[src/rtl/ram_stream_reader_if.sv]
// RAM read port and byte-stream bundle for ram_stream_reader.
// master = reader side (drives RAM strobe/address and the stream), slave = RAM + sink side.
interface ram_stream_reader_if #(
    parameter int ADDR_W = 9,
    parameter int DATA_W = 8
);
    logic              ram_cs;
    logic [ADDR_W-1:0] ram_addr;
    logic [DATA_W-1:0] ram_data;
    logic [DATA_W-1:0] m_data;
    logic              m_valid;
    logic              m_ready;

    modport master (
        output ram_cs, ram_addr, m_data, m_valid,
        input  ram_data, m_ready
    );

    modport slave (
        input  ram_cs, ram_addr, m_data, m_valid,
        output ram_data, m_ready
    );
endinterface

[src/rtl/ram_stream_reader.sv]
// Streams a block of bytes out of a synchronous-read RAM through a 2-entry FIFO,
// issuing reads only when the FIFO is guaranteed room for the returning data.
module ram_stream_reader #(
    parameter int ADDR_W = 9,
    parameter int DATA_W = 8
) (
    input  logic              clk,
    input  logic              rst_n,
    input  logic              start,
    input  logic [ADDR_W-1:0] base_addr,
    input  logic [ADDR_W:0]   length,
    output logic              busy,
    output logic              done,
    ram_stream_reader_if.master bus
);
    typedef enum logic [1:0] {IDLE, RUN, DONE} state_t;

    localparam logic [ADDR_W-1:0] ADDR_ONE = ADDR_W'(1);
    localparam logic [ADDR_W:0]   CNT_ONE  = (ADDR_W+1)'(1);

    state_t                        state_q, state_d;
    logic [ADDR_W-1:0]             addr_q, addr_d;
    logic [ADDR_W:0]               rd_left_q, rd_left_d;
    logic [ADDR_W:0]               acc_left_q, acc_left_d;
    logic                          pend_q, pend_d;
    logic [1:0][DATA_W-1:0]        fifo_q, fifo_d;
    logic                          rd_ptr_q, rd_ptr_d;
    logic                          wr_ptr_q, wr_ptr_d;
    logic [1:0]                    cnt_q, cnt_d;

    logic                          pop;
    logic                          issue;
    logic [1:0]                    occ_after;

    always_comb begin
        state_d    = state_q;
        addr_d     = addr_q;
        rd_left_d  = rd_left_q;
        acc_left_d = acc_left_q;
        fifo_d     = fifo_q;
        rd_ptr_d   = rd_ptr_q;
        wr_ptr_d   = wr_ptr_q;

        pop       = (cnt_q != 2'd0) && bus.m_ready;
        // Occupancy counts the slot freed by this cycle's pop so a steady
        // stream can keep one read in flight every cycle.
        occ_after = cnt_q - {1'b0, pop};
        issue     = (state_q == RUN) && (rd_left_q != '0) && (cnt_q != 2'd2) &&
                    ((occ_after + {1'b0, pend_q}) < 2'd2);
        pend_d    = issue;

        if (issue) begin
            addr_d    = addr_q + ADDR_ONE;
            rd_left_d = rd_left_q - CNT_ONE;
        end
        // pend_q marks that ram_data now holds the previous cycle's read
        if (pend_q) begin
            fifo_d[wr_ptr_q] = bus.ram_data;
            wr_ptr_d         = ~wr_ptr_q;
        end
        if (pop) begin
            rd_ptr_d   = ~rd_ptr_q;
            acc_left_d = acc_left_q - CNT_ONE;
        end
        cnt_d = cnt_q + {1'b0, pend_q} - {1'b0, pop};

        case (state_q)
            IDLE: if (start) begin
                addr_d     = base_addr;
                rd_left_d  = length;
                acc_left_d = length;
                state_d    = (length == '0) ? DONE : RUN;
            end
            RUN:     if (pop && (acc_left_q == CNT_ONE)) state_d = DONE;
            DONE:    state_d = IDLE;
            default: state_d = IDLE;
        endcase
    end

    always_ff @(posedge clk or negedge rst_n) begin
        if (!rst_n) begin
            state_q    <= IDLE;
            addr_q     <= '0;
            rd_left_q  <= '0;
            acc_left_q <= '0;
            pend_q     <= 1'b0;
            fifo_q     <= '0;
            rd_ptr_q   <= 1'b0;
            wr_ptr_q   <= 1'b0;
            cnt_q      <= 2'd0;
        end else begin
            state_q    <= state_d;
            addr_q     <= addr_d;
            rd_left_q  <= rd_left_d;
            acc_left_q <= acc_left_d;
            pend_q     <= pend_d;
            fifo_q     <= fifo_d;
            rd_ptr_q   <= rd_ptr_d;
            wr_ptr_q   <= wr_ptr_d;
            cnt_q      <= cnt_d;
        end
    end

    assign busy         = (state_q != IDLE);
    assign done         = (state_q == DONE);
    assign bus.ram_cs   = issue;
    assign bus.ram_addr = addr_q;
    assign bus.m_valid  = (cnt_q != 2'd0);
    assign bus.m_data   = fifo_q[rd_ptr_q];
endmodule

[src/flat_wrapper.sv]
// flat-port wrapper written by rule: the top's interface ports become plain ports
module ram_stream_reader_flat 
#(
    parameter int ADDR_W = 9,
    parameter int DATA_W = 8
)
  (clk, rst_n, start, base_addr, length, busy, done, bus_ram_cs, bus_ram_addr, bus_m_data, bus_m_valid, bus_ram_data, bus_m_ready);
  ram_stream_reader_if #(.ADDR_W(ADDR_W), .DATA_W(DATA_W)) bus_i ();
  input  logic clk;
  input  logic rst_n;
  input  logic start;
  input  logic [ADDR_W-1:0] base_addr;
  input  logic [ADDR_W:0] length;
  output logic busy;
  output logic done;
  output wire logic [$bits(bus_i.ram_cs)-1:0] bus_ram_cs;
  output wire logic [$bits(bus_i.ram_addr)-1:0] bus_ram_addr;
  output wire logic [$bits(bus_i.m_data)-1:0] bus_m_data;
  output wire logic [$bits(bus_i.m_valid)-1:0] bus_m_valid;
  input wire logic [$bits(bus_i.ram_data)-1:0] bus_ram_data;
  input wire logic [$bits(bus_i.m_ready)-1:0] bus_m_ready;
  assign bus_ram_cs = bus_i.ram_cs;
  assign bus_ram_addr = bus_i.ram_addr;
  assign bus_m_data = bus_i.m_data;
  assign bus_m_valid = bus_i.m_valid;
  assign bus_i.ram_data = bus_ram_data;
  assign bus_i.m_ready = bus_m_ready;
  ram_stream_reader #(.ADDR_W(ADDR_W), .DATA_W(DATA_W)) u_core (.clk(clk), .rst_n(rst_n), .start(start), .base_addr(base_addr), .length(length), .busy(busy), .done(done), .bus(bus_i));
endmodule
[config.mk]
export PLATFORM = sky130hd
export DESIGN_NAME = ram_stream_reader_flat
export DESIGN_NICKNAME = d
export VERILOG_FILES = /design/src/rtl/ram_stream_reader_if.sv /design/src/rtl/ram_stream_reader.sv /design/src/flat_wrapper.sv
export SDC_FILE = /design/constraint.sdc
export NUM_CORES = 1
export LEC_CHECK = 0
export ABC_AREA = 1
export CORE_UTILIZATION = 30
export DETAILED_ROUTE_END_ITERATION = 8
export PLACE_DENSITY = 0.62
export SLEW_MARGIN = 0
export SYNTH_ARGS = -nofsm -noshare
export SYNTH_HDL_FRONTEND = slang
export SYNTH_SLANG_ARGS = --single-unit
[constraint.sdc]
create_clock -name clk -period 2.7 [get_ports clk]
set_input_delay 0.675 -clock clk [delete_from_list [all_inputs] [get_ports clk]]
set_output_delay 0.675 -clock clk [all_outputs]
set_load 0.01 [all_outputs]
Word-level counts from Yosys, hierarchy flattened
Cells that the tools add are included.

word-level totals
  register bits = 52
  bits of input ports = 31
  output and inout bits = 21

operators by class
  $add $sub $neg = 7
  magnitude comparators = 4
  eq/ne operators = 6
  mux-type cells = 18
  bitwise gates (word level) = 2
  reduce and logical (&&, ||, !) cells = 12

operators with widths
  operator                                                                 number
  10-bit two-way mux                                                       6
  9-bit two-way mux                                                        3
  8-bit two-way mux                                                        3
  10-bit by 1-bit subtractor with 10-bit output (second input constant)    2
  16-bit bitwise mux                                                       1
  10-bit by 1-bit equality test with 1-bit output (second input constant)  1
  10-bit logical NOT                                                       1
  10-bit nonzero test                                                      1
  9-bit by 1-bit adder with 9-bit output (second input constant)           1
  8-bit demux with 1-bit select                                            1
  1-bit logical AND                                                        6
  2-bit two-way mux                                                        3
  2-bit != test (second input constant)                                    3
  2-bit by 1-bit adder with 2-bit output                                   2
  1-bit by 2-bit < comparator with 1-bit output (second input constant)    2
  2-bit case mux with 2 select lines                                       1
  2-bit nonzero test                                                       2
  2-bit by 1-bit subtractor with 2-bit output                              2
  2-bit by 1-bit equality test with 1-bit output (second input constant)   1
  2-bit equality test (second input constant)                              1
  2-bit logical NOT                                                        1
  2-bit < comparator (second input constant)                               1
  1-bit NOT                                                                2
  2-bit AND reduction                                                      1
  1-bit greater-or-equal comparator (second input constant)                1

Longest topological paths before layout
  depth after elaboration = 9
  gate-level depth with buffers = 18
  gate-level depth less buffers = 17

Least setup slack after synthesis
No wires, ideal clock.

  path type = input to output
  from = in bus_m_ready
  to = out bus_ram_cs
  arrival = 1621 ps
  slack = 404 ps
  stages = 12
  buffers on the path = 1
  cell sequence = nand2_2 nand2_1 nand2_1 ha_1 inv_1 nand2_1 nand2_1 inv_1 nand2_1 nand2_2 nor2_4 buf_6

between the ends
  word-level cells in the longest chain between the ends = 5

RTL lines
  what                                         RTL line                 source
  from (decl)                                  flat_wrapper.sv:21       input wire logic [$bits(bus_i.m_ready)-1:0] bus_m_ready;
  1-bit logical AND                            ram_stream_reader.sv:44  pop = (cnt_q != 2'd0) && bus.m_ready;
  2-bit by 1-bit subtractor with 2-bit output  ram_stream_reader.sv:47  occ_after = cnt_q - {1'b0, pop};
  2-bit by 1-bit adder with 2-bit output       ram_stream_reader.sv:49  ((occ_after + {1'b0, pend_q}) < 2'd2);
  2-bit < comparator                           ram_stream_reader.sv:49
  1-bit logical AND                            ram_stream_reader.sv:48  issue = (state_q == RUN) && (rd_left_q != '0) && (cnt_q != 2'd2) &&
  to (decl)                                    flat_wrapper.sv:16       output wire logic [$bits(bus_i.ram_cs)-1:0] bus_ram_cs;

No other way between the ends.

Worst setup path after layout
Same ends and word-level chain as after synthesis.

==> results.md <==
- RD Place Congestion: 0.818
- Actual slew at the worst max-slew pin: 0.508 ns
- Final hold vios: 0
- CP dominant cell by count: nand2_1
- RSZ-0062 raised after global routing: no
- DRT Wirelength: 7650 um
- VDD IR max: 0.000436 V
- Fin Clk Skew: 0.00647 ns
- DR iter-0 viols: 100
- Power Dens Cells: 1190 nW/um2
- Pin count of the biggest net entering global routing: 25
- Top FF cell, synth: dfrtp_1
- Clk slew on worst S/H paths: 0.10 ns
- Slowest stage cell, crit path: clkdlybuf4s15_1
- Clock Path Buffers: 2
- IO Port Bufs: 51
- Mapped Avg Cell Area: about 7.2 um2
- Critical path class: primary input to primary output
- Pleak: 1.95 nW
- Dominant cell type by area after synthesis: dfrtp_1
- CTS H-tree lvls: 2
- R2R Path Start: u_core.cnt_q[0]
- Row count: 36
- Placed Area: 3760 um2
- Max-slew headroom: 0.661
- Hold Buf Count CTS: 0
- Post-route ant nets: 0
- Worst setup SP type: primary input
- Critical path fanouts, max: 3
- First-pass GRT wire length: around 13,000 um
- Critical path, cell by cell: clkdlybuf4s15_1 > nand2_2 > nand2_1 > nand2_1 > ha_1 > inv_1 > nand2_1 > nand2_1 > inv_1 > nand2_1 > nand2_2 > nor2_4 > buf_2
- Die area: 10,700 um2
- Number of global-route vias before repair: 2,746
- Yosys reg bits: 52
- Setup TNS: 0 ns
- Mapped Nets: 466
- Synth warnings: 0
- Count leader, synth: nand2_1
- Distinct cells, synth: 29
- Fillers: just over 1,000
- Placed insts: 612
- Layout cell share with drive strength beyond 1: 0.111
- Crit-path max cell delay: 0.23 ns
- Vias/cell: 4.51
- Final core occ: 0.391
- Max-Cap Viols: 0
- Antenna violations before repair: 0
- Register area share after synthesis: 0.422
- Post-DP HPWL: 5540 um
- Nets: 523
- Grt total ovfl: 0
- Global Route Usage Sum: 0.155
- F_max: roughly 0.39 GHz
- Non-Filler Instances: 621
- CTS sink count: 52
- CTS tree: built
- Drt drc: 0
- DR WL/cell: 12.3 um
- Area growth syn-to-layout: 25.3%
- Worst hold path class: primary input to asynchronous set/reset pin
- First-pass DRT Iterations: 4
- Final setup fails: 0
- Starting Density: 0.312
- Post-route clock period utilization: 0.940
- Synth Cell Area: 3080 um2
- Count of pins over their slew limit: 0
- IO Count: 52
- Arr. time, crit path: 1.86 ns
- Post-synth ARST share: 1.00
- CP startpoint: bus_m_ready
- Core area: approximately 9900 um2
- Main area contributors after synthesis: dfrtp_1 42%, nand2_1 16%, inv_1 7.4%
- Cell count after synthesis: 430
- Die Ht: 103 um
- CP Data Required Time: 2.03 ns
- Design Area, Final: roughly 3900 um2
- Top cell type's share of synthesized area: 0.422
- Min cycle time layout: 2.54 ns
- Chip width: 103 um
- N_diodes: 0
- Cts bufs inserted: 5
- Clk Latency, worst-skew pair: about 0.32 ns
- EDFF count, synth: 0
- Crit. End Element: primary output
- Overall power: 4.59 mW
- CTS Root Cell: clkbuf_8
- Outcome: finished, final reports clean
- Via count: 2,803
- Post-synth top cells: 129 x nand2_1, 61 x inv_1, 52 x dfrtp_1, 39 x o21ai_0, 30 x nor2_1
cells by family after synthesis:
| family | share of synthesized area |
|---|---|
| buffers and inverters | 0.107 |
| XOR/XNOR | 0.0369 |
| flip-flops | 0.422 |
| AO/OA/AOI/OAI | 0.0881 |
| adder cells (fa/ha/maj) | 0.0203 |
| AND/OR/NAND/NOR | 0.326 |
power by group:
part	internal [mW]	switching, mW
clock network	0.187	0.294
registers	1.18	0.356
logic	1.08	1.49
metrics by stage:
| stage | setup WS [ns] | hold slack, ns |
|---|---|---|
| 4_1_cts | 0.0288 | 0.284 |
| 3_5_place_dp | -0.554 | 0.476 |
| 2_1_floorplan | 0.404 | 0.379 |
| 3_3_place_gp | -0.536 | 0.465 |
| 6_report | 0.163 | 0.274 |
| 5_1_grt | 0.0122 | 0.298 |
cell type report:
class,count,area [um2],area share
Clock inverter,3,22.5,0.00583
Tap cell,133,166,0.0431
Clock buffer,5,68.8,0.0178
Sequential cell,52,1300,0.337
Inverter,66,248,0.0642
Multi-Input combinational cell,298,1460,0.377
Timing Repair Buffer,64,598,0.155
critical path, delay by kind of cell:
kind / cells / cell delay (ns)
fa+ha+maj: 1 / 0.18
buf+inv: 4 / 0.46
simple gates: 8 / 0.54
final timing paths:
check                      slack (ns)  cells after the start                    to
setup reg to reg                 0.67                     17   u_core.rd_left_q[7]
hold / removal                   0.27                      1  u_core.acc_left_q[8]
setup / recovery                 0.16                     13            bus_ram_cs
min in group clk                 0.50                      2     u_core.fifo_q[15]
hold reg to reg                  0.50                      2     u_core.fifo_q[15]
max in group asynchronous        1.81                      2  u_core.acc_left_q[6]
state kept, by name (all words and copies together) (netlist names):
name / cells
u_core.wr_ptr_q: 1
u_core.rd_ptr_q: 1
u_core.state_q: 2
u_core.pend_q: 1
u_core.acc_left_q: 10
u_core.rd_left_q: 10
u_core.cnt_q: 2
u_core.bus.ram_addr: 9
u_core.fifo_q: 16
what timing repair did:
action                                  CTS  global route
setup buffers                             0             1
resized for setup                         4             3
endpoints found under the setup margin    1             1
per-layer routing:
metal  share of wire  GRT usage  up-vias
met5               0          0        -
met1            0.50      0.205     1299
li1                -          -     1437
met2            0.44      0.255       60
met4          0.0086     0.0401        0
met3           0.049     0.0349        7
cell usage in the layout (no fill, tap or decap), drive strengths merged:
cell / synthesis / layout
buf: 7 / 15
nand3b: 3 / 3
or2: 8 / 8
xor2: 10 / 10
clkdlybuf4s50: 0 / 48
o21bai: 1 / 1
o21ai: 43 / 43
nor4: 1 / 1
nand3: 30 / 30
nor2: 34 / 34
clkbuf: 7 / 5
clkdlybuf4s15: 0 / 1
a21oi: 6 / 6
clkinv: 1 / 3
xnor2: 3 / 3
ha: 5 / 5
dfrtp: 52 / 52
a31oi: 3 / 3
nor3: 4 / 4
nand4: 3 / 3
nand2: 144 / 144
inv: 65 / 66
(Power assumes the default switching activity.)
